<file path="src/rtl/kpscan_if.sv">
// Keypad pin and key-event bundle for kpscan_ctrl.
// master = scan controller, slave = keypad pins / key consumer side.
interface kpscan_if;
  logic [3:0] kpr;
  logic [3:0] kpc;
  logic [3:0] key_code;
  logic       key_valid;
  logic       key_held;

  modport master (input kpr, output kpc, key_code, key_valid, key_held);
  modport slave  (output kpr, input kpc, key_code, key_valid, key_held);
endinterface

</file>
<file path="src/rtl/kpscan_ctrl.sv">
// 4x4 keypad scanner: column strobing, row synchronisation, press/release debounce and decode.
// Define KPSCAN_REPEAT_EN to add auto-repeat of key_valid while a key stays held.
module kpscan_ctrl #(
  parameter int unsigned SCAN_DIV = 1000,
  parameter int unsigned DEBOUNCE = 20000,
  parameter int unsigned RPT_DLY  = 500000,
  parameter int unsigned RPT_PER  = 100000
) (
  input  logic     clk,
  input  logic     reset,
  kpscan_if.master kp
);

  localparam int unsigned MAX_AB = (SCAN_DIV > DEBOUNCE) ? SCAN_DIV : DEBOUNCE;
  localparam int unsigned MAX_CD = (RPT_DLY > RPT_PER) ? RPT_DLY : RPT_PER;
  localparam int unsigned MAXV   = (MAX_AB > MAX_CD) ? MAX_AB : MAX_CD;
  localparam int unsigned CW     = $clog2(MAXV) + 1;
  localparam logic [CW-1:0] SCAN_TC = CW'(SCAN_DIV - 1);
  localparam logic [CW-1:0] DB_TC   = CW'(DEBOUNCE - 1);

  typedef enum logic [1:0] {ST_SCAN, ST_DEBOUNCE, ST_PRESSED, ST_RELEASE} state_t;

  state_t        state_q, state_d;
  logic [3:0]    rs1_q, rs_q;
  logic [3:0]    rcap_q, rcap_d;
  logic [3:0]    kpc_q, kpc_d;
  logic [3:0]    key_code_q, key_code_d;
  logic          key_valid_q, key_valid_d;
  logic          key_held_q, key_held_d;
  logic [CW-1:0] cnt_q, cnt_d;

`ifdef KPSCAN_REPEAT_EN
  localparam logic [CW-1:0] RPT_TC     = CW'(RPT_DLY - 1);
  localparam logic [CW-1:0] RPT_RELOAD = CW'(RPT_DLY - RPT_PER);
  logic [CW-1:0] rpt_q, rpt_d;
`endif

  function automatic logic [CW-1:0] sat_inc(input logic [CW-1:0] v);
    return (v == '1) ? v : v + 1'b1;
  endfunction

  function automatic logic one_low(input logic [3:0] v);
    return (v == 4'b1110) || (v == 4'b1101) || (v == 4'b1011) || (v == 4'b0111);
  endfunction

  function automatic logic [3:0] rot(input logic [3:0] v);
    return {v[2:0], v[3]};
  endfunction

  function automatic logic [3:0] decode(input logic [3:0] row, input logic [3:0] col);
    logic [3:0] code;
    case ({row, col})
      8'b1110_1110: code = 4'd13;
      8'b1110_1101: code = 4'd15;
      8'b1110_1011: code = 4'd0;
      8'b1110_0111: code = 4'd14;
      8'b1101_1110: code = 4'd12;
      8'b1101_1101: code = 4'd9;
      8'b1101_1011: code = 4'd8;
      8'b1101_0111: code = 4'd7;
      8'b1011_1110: code = 4'd11;
      8'b1011_1101: code = 4'd6;
      8'b1011_1011: code = 4'd5;
      8'b1011_0111: code = 4'd4;
      8'b0111_1110: code = 4'd10;
      8'b0111_1101: code = 4'd3;
      8'b0111_1011: code = 4'd2;
      8'b0111_0111: code = 4'd1;
      default:      code = 4'd0;
    endcase
    return code;
  endfunction

  // cnt doubles as the SCAN dwell counter and the press/release debounce counter.
  always_comb begin
    state_d     = state_q;
    cnt_d       = cnt_q;
    rcap_d      = rcap_q;
    kpc_d       = kpc_q;
    key_code_d  = key_code_q;
    key_valid_d = 1'b0;
    key_held_d  = key_held_q;
`ifdef KPSCAN_REPEAT_EN
    rpt_d       = rpt_q;
`endif
    case (state_q)
      ST_SCAN: begin
        if (cnt_q == SCAN_TC) begin
          cnt_d = '0;
          if (one_low(rs_q)) begin
            rcap_d  = rs_q;
            state_d = ST_DEBOUNCE;
          end else begin
            kpc_d = rot(kpc_q);
          end
        end else begin
          cnt_d = sat_inc(cnt_q);
        end
      end
      ST_DEBOUNCE: begin
        if (rs_q != rcap_q) begin
          state_d = ST_SCAN;
          cnt_d   = '0;
        end else if (cnt_q == DB_TC) begin
          key_valid_d = 1'b1;
          key_code_d  = decode(rcap_q, kpc_q);
          key_held_d  = 1'b1;
          state_d     = ST_PRESSED;
          cnt_d       = '0;
        end else begin
          cnt_d = sat_inc(cnt_q);
        end
      end
      ST_PRESSED: begin
        if (rs_q == '1) begin
          state_d = ST_RELEASE;
          cnt_d   = '0;
        end
`ifdef KPSCAN_REPEAT_EN
        // Reloading to RPT_DLY-RPT_PER makes later repeats land every RPT_PER cycles.
        else if (rpt_q == RPT_TC) begin
          key_valid_d = 1'b1;
          rpt_d       = RPT_RELOAD;
        end else begin
          rpt_d = sat_inc(rpt_q);
        end
`endif
      end
      ST_RELEASE: begin
        if (rs_q != '1) begin
          state_d = ST_PRESSED;
        end else if (cnt_q == DB_TC) begin
          key_held_d = 1'b0;
          state_d    = ST_SCAN;
          cnt_d      = '0;
          kpc_d      = rot(kpc_q);
`ifdef KPSCAN_REPEAT_EN
          // Repeat timing survives release bounces; cleared only once the key is truly gone.
          rpt_d      = '0;
`endif
        end else begin
          cnt_d = sat_inc(cnt_q);
        end
      end
      default: state_d = ST_SCAN;
    endcase
  end

  always_ff @(posedge clk) begin
    if (reset) begin
      state_q     <= ST_SCAN;
      cnt_q       <= '0;
      rs1_q       <= '1;
      rs_q        <= '1;
      rcap_q      <= '1;
      kpc_q       <= 4'b1110;
      key_code_q  <= '0;
      key_valid_q <= 1'b0;
      key_held_q  <= 1'b0;
`ifdef KPSCAN_REPEAT_EN
      rpt_q       <= '0;
`endif
    end else begin
      state_q     <= state_d;
      cnt_q       <= cnt_d;
      rs1_q       <= kp.kpr;
      rs_q        <= rs1_q;
      rcap_q      <= rcap_d;
      kpc_q       <= kpc_d;
      key_code_q  <= key_code_d;
      key_valid_q <= key_valid_d;
      key_held_q  <= key_held_d;
`ifdef KPSCAN_REPEAT_EN
      rpt_q       <= rpt_d;
`endif
    end
  end

  assign kp.kpc       = kpc_q;
  assign kp.key_code  = key_code_q;
  assign kp.key_valid = key_valid_q;
  assign kp.key_held  = key_held_q;

endmodule

</file>
<file path="src/flat_wrapper.sv">
// flat-port wrapper written by rule: the top's interface ports become plain ports
module kpscan_ctrl_flat 
#(
  parameter int unsigned SCAN_DIV = 1000,
  parameter int unsigned DEBOUNCE = 20000,
  parameter int unsigned RPT_DLY  = 500000,
  parameter int unsigned RPT_PER  = 100000
)
  (clk, reset, kp_kpr, kp_kpc, kp_key_code, kp_key_valid, kp_key_held);
  kpscan_if kp_i ();
  input  logic clk;
  input  logic reset;
  input wire logic [$bits(kp_i.kpr)-1:0] kp_kpr;
  output wire logic [$bits(kp_i.kpc)-1:0] kp_kpc;
  output wire logic [$bits(kp_i.key_code)-1:0] kp_key_code;
  output wire logic [$bits(kp_i.key_valid)-1:0] kp_key_valid;
  output wire logic [$bits(kp_i.key_held)-1:0] kp_key_held;
  assign kp_i.kpr = kp_kpr;
  assign kp_kpc = kp_i.kpc;
  assign kp_key_code = kp_i.key_code;
  assign kp_key_valid = kp_i.key_valid;
  assign kp_key_held = kp_i.key_held;
  kpscan_ctrl #(.SCAN_DIV(SCAN_DIV), .DEBOUNCE(DEBOUNCE), .RPT_DLY(RPT_DLY), .RPT_PER(RPT_PER)) u_core (.clk(clk), .reset(reset), .kp(kp_i));
endmodule
</file>
<file path="config.mk">
export PLATFORM = sky130hd
export DESIGN_NAME = kpscan_ctrl_flat
export DESIGN_NICKNAME = d
export VERILOG_FILES = /design/src/rtl/kpscan_if.sv /design/src/rtl/kpscan_ctrl.sv /design/src/flat_wrapper.sv
export SDC_FILE = /design/constraint.sdc
export NUM_CORES = 1
export LEC_CHECK = 0
export BUFFER_PORTS_ARGS = -buffer_cell sky130_fd_sc_hd__buf_2
export CAP_MARGIN = 20
export CORE_UTILIZATION = 50
export DETAILED_ROUTE_END_ITERATION = 10
export PLACE_DENSITY = 0.79
export SYNTH_ARGS = -nofsm -noshare
export SYNTH_HDL_FRONTEND = slang
export SYNTH_SLANG_ARGS = --single-unit
export TNS_END_PERCENT = 1
</file>
<file path="constraint.sdc">
create_clock -name clk -period 2.2 [get_ports clk]
set_input_delay 0.44 -clock clk [delete_from_list [all_inputs] [get_ports clk]]
set_output_delay 0.44 -clock clk [all_outputs]
set_load 0.02 [all_outputs]
</file>
==> results_dict.tcl <==
set metrics [dict create \
    grt_usage 0.216 \
    cp_cell_sequence "or4_1, or4_4, or4_4, a211o_1" \
    cts.reportedPaths.clkPinSlew_ns 0.09 \
    cts_buffer_depth 2 \
    crit_path_start_kind "flip-flop" \
    startpoint "u_core.cnt_q[3]" \
    diodes 0 \
    start_util 0.536 \
    htreeDepth 2 \
    rr_startpoint "u_core.cnt_q[3]" \
    synth_xor_area_frac 0.0871 \
    insertion_delay_ns 0.31 \
    p_per_area_nw_per_um2 517 \
    hold_viol 0 \
    dieWidth_um 71.5 \
    pre_cts_slack_ns -0.0996 \
    endpoint "u_core.rcap_q[0]" \
    seq_area_frac_synth 0.365 \
    synth_top_family_by_area "simple AND/OR/NAND/NOR gates" \
    synth_edf_count 0 \
    synth_area_um2 2410 \
    die_area_um2 5110 \
    cp_slowest_cell "or4_4" \
    firstDrtPassIters 4 \
    drive_gt1_frac 0.214 \
    setup_ws_ns -0.00791 \
    area_growth_pct 13.8 \
    drtIter0Drc 125 \
    avgSynthCellArea_um2 8.18 \
    routed.top_layer "met4" \
    hold_path_class "in -> reg" \
    layout.nets 328 \
    wirelength_um 5080 \
    worstHoldStart "kp_kpr[0]" \
    outcome "finished, violations left" \
    place.gp.congestion 0.818 \
    yosys-mux-area-fraction 0.00829 \
    dpl.hpwl_um 3670 \
    path_buf_inv 0 \
    rows 24 \
    synth_compound_area_frac 0.134 \
    grt_max_degree 34 \
    die_h_um 71.5 \
    port_buffers 15 \
    drc 0 \
    io_pins 16 \
    worst_pin_slew_ns 0.514 \
    worstPathArrival_ns 2.41 \
    critPathKind "reg -> reg" \
    cts-root-buf "clkbuf_8" \
    synth_cells 295 \
    fin_skew_ns 0.00491 \
    ys_ff_latch 44 \
    coreArea_um2 4500 \
    drt-met1-wl_um 2380 \
    max-cap-violations 0 \
    power_leakage_nw 1.09 \
    fin_crit_sh 1.00 \
    max-vdd-ir-drop_mv 0.318 \
    violations "negative setup slack" \
    routed_via_density 5.87 \
    cp_common_cell "or4_4" \
    worst_r2r_path_depth 4 \
    syn-num-nets 302 \
    rrSetupSlack_ns -0.008 \
    path_delay_family "simple AND/OR/NAND/NOR gates" \
    grt_pass1_wl_um 8690 \
    wl_met3_um 203 \
    grt-ovfl-total 0 \
    grt_pass1_vias 1947 \
    end_kind "flip-flop" \
    setup_viol 4 \
    vias 2195 \
    min_path_cells 2 \
    fmax_ghz 0.453 \
    dr_wl_met2_um 2400 \
    required_ns 2.40 \
    async_reset_ff_frac 0 \
    slowest_delay_ns 0.52 \
    ys_warn_count 0 \
    holdWs_ns 0.306 \
    synth_fa_ha_area_frac 0.00518 \
    report.final.slew_viol_count 0 \
    antenna_found_initial 0 \
    wire_per_inst_um 13.6 \
    reg2reg_to "u_core.rcap_q[0]" \
    synth_simple_gate_area_frac 0.344 \
    numClockSinks 44 \
    final_antenna_net_count 0 \
    cts_buffers 5 \
    critPathMaxFanout 8 \
    worst-path-stages 4 \
    synth_ff_type "dfxtp_1" \
    slew_headroom 0.657 \
    ys_types 51 \
    rsz0062_at_grt "yes" \
    cts_tree "done" \
    min_period_ns 2.21 \
]
-- worst register-to-register path, cell delays in order (launching register included) --
cell     delay (ns)
dfxtp_2        0.32
or4_1          0.51
or4_4          0.52
or4_4          0.48
a211o_1        0.28
-- registers in the layout, summed over array words and instances (netlist names) --
signal and count:
u_core.kp.key_held 1, u_core.cnt_q 20, u_core.rcap_q 4, u_core.rs1_q 4
u_core.rs_q 4, u_core.kp.kpc 4, u_core.kp.key_code 4, u_core.state_q 2
u_core.kp.key_valid 1
-- how the worst min path moves through the flow --
stage,endpoint,slack [ns]
final,u_core.rs1_q[0],0.31
after global routing,u_core.rs1_q[2],0.29
after CTS,u_core.rs1_q[3],0.29
after detailed placement,u_core.rs_q[0],0.40
after global placement,u_core.rs_q[3],0.39
after floorplan,u_core.rs_q[0],0.39
-- timing repair --
| item | 4_1_cts | 5_1_grt |
|---|---|---|
| endpoints found under the setup margin | 4 | 27 |
| hold buffers | 0 | 0 |
| pin swaps | 0 | 0 |
| setup buffers | 0 | 0 |
| gates resized for setup | 1 | 3 |
-- metrics by stage --
step / setup TNS, ns / total power [mW] / utilization / instances / cell area (um^2)
floorplan: -0.137 / 0.881 / - / 295 / 2440
global placement: -0.257 / 0.899 / 0.586 / 366 / 2640
global route: -0.237 / 1.48 / 0.610 / 374 / 2750
finish: -0.0179 / 1.42 / 0.610 / 374 / 2750
CTS: -0.0525 / 1.44 / 0.608 / 374 / 2740
detailed placement: -0.372 / 0.903 / 0.586 / 366 / 2640
-- logic make-up after synthesis --
group           Yosys count
buf+inv                  25
flops                    44
simple gates            150
xor+xnor                 24
fa+ha+maj                 1
mux                       2
compound gates           49
-- cell type report --
type	instances	area, um^2
clock inverters	3	26.3
clock buffers	5	68.8
fillers	399	1760
multi-input cells	226	1430
flip-flops and latches	44	886
repair buffers	36	245
well taps	52	65.1
inverters	8	30.0
-- power by group --
group          internal (mW)  switching (mW)  total, mW
sequential             0.808          0.0112      0.819
combinational         0.0314          0.0339     0.0652
clock                  0.233           0.303      0.536
total                   1.07           0.348       1.42
-- placed cells by master (no fill, tap or decap), drive strengths merged, types with 2 or more instances in the layout --
master  count
nand3      14
nor2       43
xor2       15
a31oi       2
a31o        2
o21ai       7
o31ai       2
a21oi      17
clkbuf      5
nand2b      4
nor4        6
buf        36
or3         3
mux2i       2
and4        6
inv        10
o32ai       2
nor3       12
and3        3
xnor2       9
nand4      12
dfxtp      44
and2        5
o41ai       2
nand3b      2
a22oi       3
or2         8
a211o       4
nor4b       4
or4         4
nand2      19
nor4bb      3
-- per-layer routing --
layer | up-vias | GRT usage
met4 | 0 | 0.0980
met3 | 11 | 0.0478
met2 | 51 | 0.346
met5 | - | 0
li1 | 1109 | -
met1 | 1024 | 0.278
-- Yosys cell counts, types with 3 or more instances --
library cell | count | area, um^2
and4_1 | 5 | 43.8
or4_1 | 4 | 30.0
nand3_1 | 13 | 65.1
xnor2_1 | 9 | 78.8
inv_1 | 8 | 30.0
nor4_1 | 5 | 31.3
nor2_1 | 43 | 161
buf_4 | 3 | 22.5
o21ai_0 | 7 | 35.0
xor2_1 | 15 | 131
dfxtp_1 | 44 | 881
and2_1 | 5 | 31.3
nand2_1 | 19 | 71.3
buf_6 | 4 | 45.0
a211o_1 | 4 | 35.0
nand2b_1 | 4 | 25.0
a22oi_1 | 3 | 22.5
or2_2 | 8 | 50.1
nor3_1 | 11 | 55.1
nand4_1 | 12 | 75.1
clkbuf_1 | 7 | 26.3
nor4bb_1 | 3 | 30.0
or3_1 | 3 | 18.8
a21oi_1 | 17 | 85.1
nor4b_1 | 4 | 35.0
No activity file was read; power rests on OpenSTA's default activity.
